## src/rtl/lpif_sync_pkg.sv

```systemverilog
// Shared types and helpers for the LPIF-over-AIB asymmetric link-sync controller.
// The TX state encoding is also visible on the sync_state debug output.
package lpif_sync_pkg;

  localparam int CNT_W   = 16;
  localparam int RATIO_W = 3;

  typedef enum logic [2:0] {
    IDLE   = 3'd0,
    DLY_Y  = 3'd1,
    SYNC   = 3'd2,
    ONLINE = 3'd3
  } sync_state_e;

  typedef enum logic [1:0] {
    RATE_FULL    = 2'd0,
    RATE_HALF    = 2'd1,
    RATE_QUARTER = 2'd2,
    RATE_RSVD    = 2'd3
  } rate_e;

  // Words per channel beat group; the reserved code behaves as quarter rate.
  function automatic logic [RATIO_W-1:0] rate_to_ratio(input logic       m_gen2_mode,
                                                       input logic [1:0] rate_mode);
    logic [RATIO_W-1:0] r;
    if (!m_gen2_mode) begin
      r = 3'd1;
    end else begin
      case (rate_e'(rate_mode))
        RATE_FULL: r = 3'd1;
        RATE_HALF: r = 3'd2;
        default:   r = 3'd4;
      endcase
    end
    return r;
  endfunction

endpackage

```

## src/rtl/lpif_stb_monitor.sv

```systemverilog
// Per-channel received-strobe monitor: checks the strobe interval, declares lock
// after LOCK_CNT on-time strobes and flags a sticky error on loss after lock.
module lpif_stb_monitor
  import lpif_sync_pkg::*;
#(
  parameter int STB_PERIOD = 8,
  parameter int LOCK_CNT   = 4
) (
  input  logic               clk_wr,
  input  logic               rst_wr_n,
  input  logic               enable,
  input  logic [RATIO_W-1:0] ratio,
  input  logic               rx_stb,
  output logic               lock,
  output logic               err
);

  localparam int HIT_W = $clog2(LOCK_CNT + 1);

  logic [CNT_W-1:0] expected;
  logic [CNT_W-1:0] int_cnt_q, int_cnt_d;
  logic [HIT_W-1:0] hit_q, hit_d;
  logic             started_q, started_d;
  logic             lock_q, lock_d;
  logic             err_q, err_d;

  assign expected = CNT_W'(STB_PERIOD) * CNT_W'(ratio);

  always_comb begin
    // NOTE: every next-state variable gets its hold value first so no path leaves it unassigned (no latch).
    int_cnt_d = int_cnt_q;
    hit_d     = hit_q;
    started_d = started_q;
    lock_d    = lock_q;
    err_d     = err_q;
    if (!enable) begin
      int_cnt_d = '0;
      hit_d     = '0;
      started_d = 1'b0;
      lock_d    = 1'b0;
      err_d     = 1'b0;
    end else if (!started_q) begin
      if (rx_stb) begin
        started_d = 1'b1;
        int_cnt_d = CNT_W'(1);
      end
    end else if (rx_stb && (int_cnt_q == expected)) begin
      int_cnt_d = CNT_W'(1);
      if (hit_q != HIT_W'(LOCK_CNT)) hit_d = hit_q + HIT_W'(1);
      lock_d = (hit_d == HIT_W'(LOCK_CNT));
    end else if (rx_stb || (int_cnt_q >= expected)) begin
      // An early strobe restarts the interval; a missing one waits for the next strobe to restart.
      hit_d     = '0;
      lock_d    = 1'b0;
      err_d     = err_q | lock_q;
      started_d = rx_stb;
      int_cnt_d = rx_stb ? CNT_W'(1) : '0;
    end else begin
      int_cnt_d = int_cnt_q + CNT_W'(1);
    end
  end

  always_ff @(posedge clk_wr or negedge rst_wr_n) begin
    if (!rst_wr_n) begin
      int_cnt_q <= '0;
      hit_q     <= '0;
      started_q <= 1'b0;
      lock_q    <= 1'b0;
      err_q     <= 1'b0;
    end else begin
      int_cnt_q <= int_cnt_d;
      hit_q     <= hit_d;
      started_q <= started_d;
      lock_q    <= lock_d;
      err_q     <= err_d;
    end
  end

  assign lock = lock_q;
  assign err  = err_q;

endmodule

```

## src/rtl/lpif_asym_link_sync.sv

```systemverilog
// Runtime-configurable link-sync controller: sequences TX/RX online, generates
// marker/strobe userbits for the selected rate and monitors received strobes.
module lpif_asym_link_sync
  import lpif_sync_pkg::*;
#(
  parameter int NUM_CH            = 2,
  parameter int MARKER_WIDTH      = 4,
  parameter int STB_PERIOD        = 8,
  parameter int LOCK_CNT          = 4,
  parameter int PERSISTENT_MARKER = 1,
  parameter int PERSISTENT_STROBE = 1
) (
  input  logic                    clk_wr,
  input  logic                    rst_wr_n,
  input  logic                    tx_online,
  input  logic                    rx_online,
  input  logic [1:0]              rate_mode,
  input  logic                    m_gen2_mode,
  input  logic [15:0]             delay_x_value,
  input  logic [15:0]             delay_y_value,
  input  logic [15:0]             delay_z_value,
  input  logic [MARKER_WIDTH-1:0] tx_mrk_userbit,
  input  logic                    tx_stb_userbit,
  input  logic [NUM_CH-1:0]       rx_stb_in,
  output logic [MARKER_WIDTH-1:0] tx_auto_mrk_userbit,
  output logic                    tx_auto_stb_userbit,
  output logic                    tx_online_delay,
  output logic                    rx_online_delay,
  output logic [NUM_CH-1:0]       rx_lock,
  output logic [NUM_CH-1:0]       rx_stb_err,
  output logic [2:0]              sync_state
);

  sync_state_e              state_q;
  logic [CNT_W-1:0]         cnt_q;
  logic [RATIO_W-1:0]       ratio_q;
  logic [1:0]               beat_q;
  logic [CNT_W-1:0]         group_q;
  logic [MARKER_WIDTH-1:0]  mrk_q;
  logic                     stb_q;
  logic                     tx_od_q;

  logic                     last_beat;
  logic                     last_group;
  logic                     enter_sync;
  logic                     auto_mrk_en;
  logic                     auto_stb_en;
  logic [MARKER_WIDTH-1:0]  auto_mrk;

  assign last_beat   = ({1'b0, beat_q} == (ratio_q - RATIO_W'(1)));
  assign last_group  = (group_q == CNT_W'(STB_PERIOD - 1));
  assign enter_sync  = tx_online && (state_q == DLY_Y) && (cnt_q == '0);
  // Gating with tx_online makes the userbits revert on the same edge the FSM drops to IDLE.
  assign auto_mrk_en = tx_online && ((state_q == SYNC) ||
                       ((state_q == ONLINE) && (PERSISTENT_MARKER != 0)));
  assign auto_stb_en = tx_online && ((state_q == SYNC) ||
                       ((state_q == ONLINE) && (PERSISTENT_STROBE != 0)));

  always_comb begin
    auto_mrk                   = '0;
    auto_mrk[MARKER_WIDTH-1]   = last_beat;
  end

  always_ff @(posedge clk_wr or negedge rst_wr_n) begin
    if (!rst_wr_n) begin
      state_q <= IDLE;
      cnt_q   <= '0;
      ratio_q <= RATIO_W'(1);
      beat_q  <= '0;
      group_q <= '0;
      mrk_q   <= '0;
      stb_q   <= 1'b0;
      tx_od_q <= 1'b0;
    end else begin
      // NOTE: non-blocking assignments so every register samples pre-edge values regardless of order.
      if (!tx_online) begin
        state_q <= IDLE;
        cnt_q   <= '0;
      end else begin
        case (state_q)
          IDLE: begin
            state_q <= DLY_Y;
            cnt_q   <= delay_y_value;
          end
          DLY_Y: begin
            if (cnt_q == '0) begin
              state_q <= SYNC;
              cnt_q   <= delay_z_value;
            end else begin
              cnt_q <= cnt_q - CNT_W'(1);
            end
          end
          SYNC: begin
            if (cnt_q == '0) state_q <= ONLINE;
            else             cnt_q   <= cnt_q - CNT_W'(1);
          end
          ONLINE:  state_q <= ONLINE;
          default: state_q <= IDLE;
        endcase
      end

      // The rate is frozen for the whole sequence once the FSM leaves IDLE.
      if (state_q == IDLE) ratio_q <= rate_to_ratio(m_gen2_mode, rate_mode);

      if ((state_q == IDLE) || enter_sync) begin
        beat_q  <= '0;
        group_q <= '0;
      end else begin
        beat_q <= last_beat ? 2'd0 : beat_q + 2'd1;
        if (last_beat) group_q <= last_group ? '0 : group_q + CNT_W'(1);
      end

      mrk_q   <= auto_mrk_en ? auto_mrk : tx_mrk_userbit;
      stb_q   <= auto_stb_en ? ((beat_q == 2'd0) && (group_q == '0)) : tx_stb_userbit;
      tx_od_q <= tx_online && (state_q == ONLINE);
    end
  end

  logic             rx_online_q;
  logic [CNT_W-1:0] rx_cnt_q, rx_cnt_d;
  logic             rx_od_q, rx_od_d;

  always_comb begin
    rx_cnt_d = rx_cnt_q;
    rx_od_d  = rx_od_q;
    if (!rx_online) begin
      rx_cnt_d = '0;
      rx_od_d  = 1'b0;
    end else if (!rx_online_q) begin
      rx_cnt_d = delay_x_value;
      rx_od_d  = (delay_x_value == '0);
    end else if (!rx_od_q) begin
      if (rx_cnt_q != '0) rx_cnt_d = rx_cnt_q - CNT_W'(1);
      rx_od_d = (rx_cnt_q <= CNT_W'(1));
    end
  end

  always_ff @(posedge clk_wr or negedge rst_wr_n) begin
    if (!rst_wr_n) begin
      rx_online_q <= 1'b0;
      rx_cnt_q    <= '0;
      rx_od_q     <= 1'b0;
    end else begin
      rx_online_q <= rx_online;
      rx_cnt_q    <= rx_cnt_d;
      rx_od_q     <= rx_od_d;
    end
  end

  logic mon_en;
  assign mon_en = rx_od_q && rx_online;

  for (genvar ch = 0; ch < NUM_CH; ch++) begin : g_mon
    lpif_stb_monitor #(
      .STB_PERIOD (STB_PERIOD),
      .LOCK_CNT   (LOCK_CNT)
    ) u_mon (
      .clk_wr   (clk_wr),
      .rst_wr_n (rst_wr_n),
      .enable   (mon_en),
      .ratio    (ratio_q),
      .rx_stb   (rx_stb_in[ch]),
      .lock     (rx_lock[ch]),
      .err      (rx_stb_err[ch])
    );
  end

  assign tx_auto_mrk_userbit = mrk_q;
  assign tx_auto_stb_userbit = stb_q;
  assign tx_online_delay     = tx_od_q;
  assign rx_online_delay     = rx_od_q;
  assign sync_state          = state_q;

endmodule

```

## config.mk

```make
export PLATFORM = sky130hd
export DESIGN_NAME = lpif_asym_link_sync
export DESIGN_NICKNAME = d
export VERILOG_FILES = /design/src/rtl/lpif_sync_pkg.sv /design/src/rtl/lpif_stb_monitor.sv /design/src/rtl/lpif_asym_link_sync.sv
export SDC_FILE = /design/constraint.sdc
export NUM_CORES = 1
export LEC_CHECK = 0
export CORE_MARGIN = 5
export CORE_UTILIZATION = 57
export DETAILED_ROUTE_END_ITERATION = 8
export GPL_TIMING_DRIVEN = 0
export PLACE_DENSITY = 0.83
export SLEW_MARGIN = 20
export SYNTH_ARGS = -nofsm -noshare
export SYNTH_HDL_FRONTEND = slang
export SYNTH_HIERARCHICAL = 1
export SYNTH_SLANG_ARGS = --single-unit
```

## constraint.sdc

```tcl
create_clock -name clk_wr -period 3 [get_ports clk_wr]
set_clock_uncertainty 0.05 [all_clocks]
set_input_delay 0.6 -clock clk_wr [delete_from_list [all_inputs] [get_ports clk_wr]]
set_output_delay 0.6 -clock clk_wr [all_outputs]
set_load 0.01 [all_outputs]
```

==> results by group <==
Run status
  • Status: finished clean

Global route
  • Most Crowded Layer GR: met2
  • Global-route wire length before repair: 27900 µm
  • Vias in the first global route: 5869
  • Global route overflow: 0
  • Gr usage total: 25.3%
  • Global-route met1 utilization: 32.9%
  • Initial antenna violation count: 0
  • Global Route met2 Usage: 42.4%
  • Met3 Track Usage GR: 5.03%
  • Largest net degree at the start of global routing: 77

Drt
  • Vias per inst: 6.07
  • Routed Antenna Nets: 0
  • DR vias: 5825
  • Post-route DRC: 0
  • DRT Pass-1 Iters: 4
  • Drt total wl: 16100 µm
  • Detailed Route Iter0 Violations: 484
  • Wire per inst: 16.8 µm

Synthesis
  • Yosys top cell area share: 40.9%
  • Compound-gate portion of the synthesized area: 18.2%
  • Post-synth net total: 811
  • Syn_area_per_cell: 8.96 µm²
  • Post-synthesis mux area share: 0.154%
  • Area leader, netlist: dfrtp_1
  • Number of enable flip-flop cells after synthesis: 0
  • Synth unique cells: 74
  • Synth warnings: 6
  • Count leader, synth: dfrtp_1
  • Synth area leaders: dfrtp_1, nor2_1, ha_1, o21ai_0, a21oi_1
  • Post-synthesis async set-or-reset flop share: 100%
  • Syn Inst Count: 723
  • Post-synthesis simple-gate area fraction: 24.1%
  • Synth Area in Adders: 5.02%
  • Most frequent cells after synthesis: dfrtp_1, nor2_1, nand2_1
  • Ys flop type: dfrtp_1
  • Synthesized area: 6480 µm²
  • #FFs+latches synth: 107
  • XOR/XNOR Fraction of Synth Area: 6.62%
  • Post-synthesis sequential area ratio: 41.3%
  • Largest family of logic cells by synthesized area: simple AND/OR/NAND/NOR gates

Timing
  • Fin Hold WS: 0.0694 ns
  • PnR worst setup slack: 0.169 ns
  • Relative slew margins: 45.9%
  • Count of final hold-check violations: 0
  • Final Max Slew Viols: 0
  • RSZ-0062 raised after global routing: false
  • F_max: 353 MHz
  • Final worst-path cycle share: 94.4%
  • Finish-stage setup viols: 0
  • Min Clock Period, post-route: 2.83 ns
  • Worst-Margin Slew: 0.803 ns

CTS
  • CTS clk-pin slew, worst paths: 0.07 ns
  • Root Driver: clkbuf_16
  • Clock Latency Late Sink: 0.36 ns
  • CTS Hold Bufs: 0
  • Num CTS Buffers: 9
  • Clk buf depth: 2
  • Htree depth: 3
  • Clock sink total: 107
  • CTS tree: yes

Floorplan
  • CORE AREA: 11300 µm²
  • Die Footprint: 13600 µm²
  • Die height: 117 µm
  • Die width: 117 µm
  • Num ports: 76
  • Num rows: 39
  • Initial Util: 57.5%

Min path
  • Hold Crit Class: in -> async

Critical path
  • Crit. End Element: register
  • Critical path, cell by cell: inv_1, ha_1, or4b_1, buf_2, or4_4, buf_6, buf_6, nor2_1, nor2_1, o211ai_1, a21oi_1
  • CP Max Fanout: 10
  • WS Path Type: reg -> reg
  • Critical Path RT: 3.17 ns
  • CP peak stage delay: 0.48 ns
  • R2R setup slack: 0.17 ns
  • Slowest CP cell: or4_4
  • Critical Path AT: 3.01 ns
  • Startpoint type of the worst setup path: register

Final layout
  • Layout fillers: 864
  • Share of cells above drive strength 1: 7.23%
  • Area Growth Syn to Fin: 20.5%
  • Post-layout util: 69.3%
  • Final Instance Count excl. Fillers: 959
  • Final nets: 899
  • Antenna diodes: 0

Power and ir drop
  • Sequential share of power: 33.0%
  • Leakage power: 3.22 nW
  • Switch Pwr: 2.08 mW
  • VDD IR max: 453 µV
  • PD cells: 686 nW/µm²
  • Gate power share: 41.7%
  • Switching share of power: 38.8%
  • P_int: 3.28 mW
  • Clock share of power: 25.3%

Place
  • Number of I/O port buffers: 74
  • DP Wirelength: 11700 µm
  • GP Congestion: 0.910
  • Placed cell count: 941
  • DP Worst Slack: -0.443 ns

Flow run
  • Max Cap Viol: 0
worst paths after layout:
path	startpoint	to	cells past startpoint
max	cnt_q[0]	cnt_q[12]	11
max in group asynchronous	rst_wr_n	ratio_q[0]	2
min	rst_wr_n	rx_cnt_q[13]	1
min in group clk_wr	beat_q[0]	beat_q[0]	1
max reg2reg	cnt_q[0]	cnt_q[12]	11
min reg2reg	beat_q[0]	beat_q[0]	1
critical path, delay by kind of cell, from the launching register on:
family | cells | cell delay (ns)
buf+inv | 4 | 0.57
fa+ha+maj | 1 | 0.24
compound gates | 2 | 0.29
simple gates | 4 | 1.11
flops | 1 | 0.44
power by group through the flow:
stage               Clock [mW]  Sequential, mW  Combinational (mW)
floorplan                    0            1.76                1.53
CTS                       1.38            1.76                2.18
global route              1.44            1.79                2.45
global placement             0            1.78                2.10
detailed placement           0            1.79                2.16
finish                    1.36            1.77                2.24
registers in the layout (all words and copies together), names as in the netlist, 2 cells and up:
signal / count
tx_auto_mrk_userbit: 4
g_mon.u_mon/hit_q: 6
cnt_q: 16
sync_state: 2
ratio_q: 3
beat_q: 2
g_mon.u_mon/err: 2
g_mon.u_mon/int_cnt_q: 32
g_mon.u_mon/started_q: 2
rx_cnt_q: 16
group_q: 16
g_mon.u_mon/lock: 2
through the flow:
stage | instance area [µm²] | power (mW) | TNS, ns
5_1_grt | 7810 | 5.68 | 0
3_3_place_gp | 7400 | 3.88 | -298.66
6_report | 7810 | 5.36 | 0
3_5_place_dp | 7430 | 3.95 | -6.92
2_1_floorplan | 6480 | 3.29 | 0
4_1_cts | 7770 | 5.31 | 0
layout by cell type (no fill, tap or decap), types with 9 or more instances in the layout:
cell	netlist	final
ha_1	26	26
o21ai_0	50	49
nor4_1	21	21
clkdlybuf4s50_1	0	73
dfrtp_1	106	106
nor2_1	87	87
and2_1	11	10
or4_1	10	10
nand2_1	58	58
a21oi_1	49	49
nand3_1	14	14
xnor2_1	24	24
xor2_1	25	25
nor3_1	14	14
nand4_1	16	16
o211ai_1	15	15
inv_1	33	33
clkbuf_1	19	17
and3_1	12	12
clkbuf_16	0	9
a31oi_1	11	11
routing by layer:
| metal | vias to the layer above | part of all wire (%) |
|---|---|---|
| li1 | 2766 | - |
| met1 | 2807 | 43 |
| met2 | 215 | 49 |
| met3 | 37 | 6.7 |
| met4 | 0 | 2.1 |
| met5 | - | 0 |
area by class of cell:
| class | instances | area (µm²) | area share, % |
|---|---|---|---|
| clock inverter | 7 | 116 | 1.49 |
| clock buffer | 9 | 225 | 2.88 |
| buffer | 31 | 166 | 2.13 |
| multi-input combinational | 551 | 3530 | 45.2 |
| tap | 143 | 179 | 2.29 |
| sequential | 107 | 2680 | 34.3 |
| inverter | 33 | 124 | 1.59 |
| timing repair buffer | 78 | 792 | 10.1 |
cell families (layout without fill, tap and decap cells):
| family | count (synthesis) | count (layout) |
|---|---|---|
| XOR/XNOR | 49 | 49 |
| flip-flops | 107 | 107 |
| AO/OA/AOI/OAI | 182 | 182 |
| multiplexers | 1 | 1 |
| buffers and inverters | 65 | 158 |
| AND/OR/NAND/NOR | 292 | 292 |
| other | 1 | 1 |
| adder cells (fa/ha/maj) | 26 | 26 |
timing repair:
item / CTS / global route
buffers inserted: 0 / 3
endpoints found under the setup margin: 3 / 36
gates resized for setup: 1 / 5
pin swaps: 0 / 1
(Power assumes the default switching activity.)
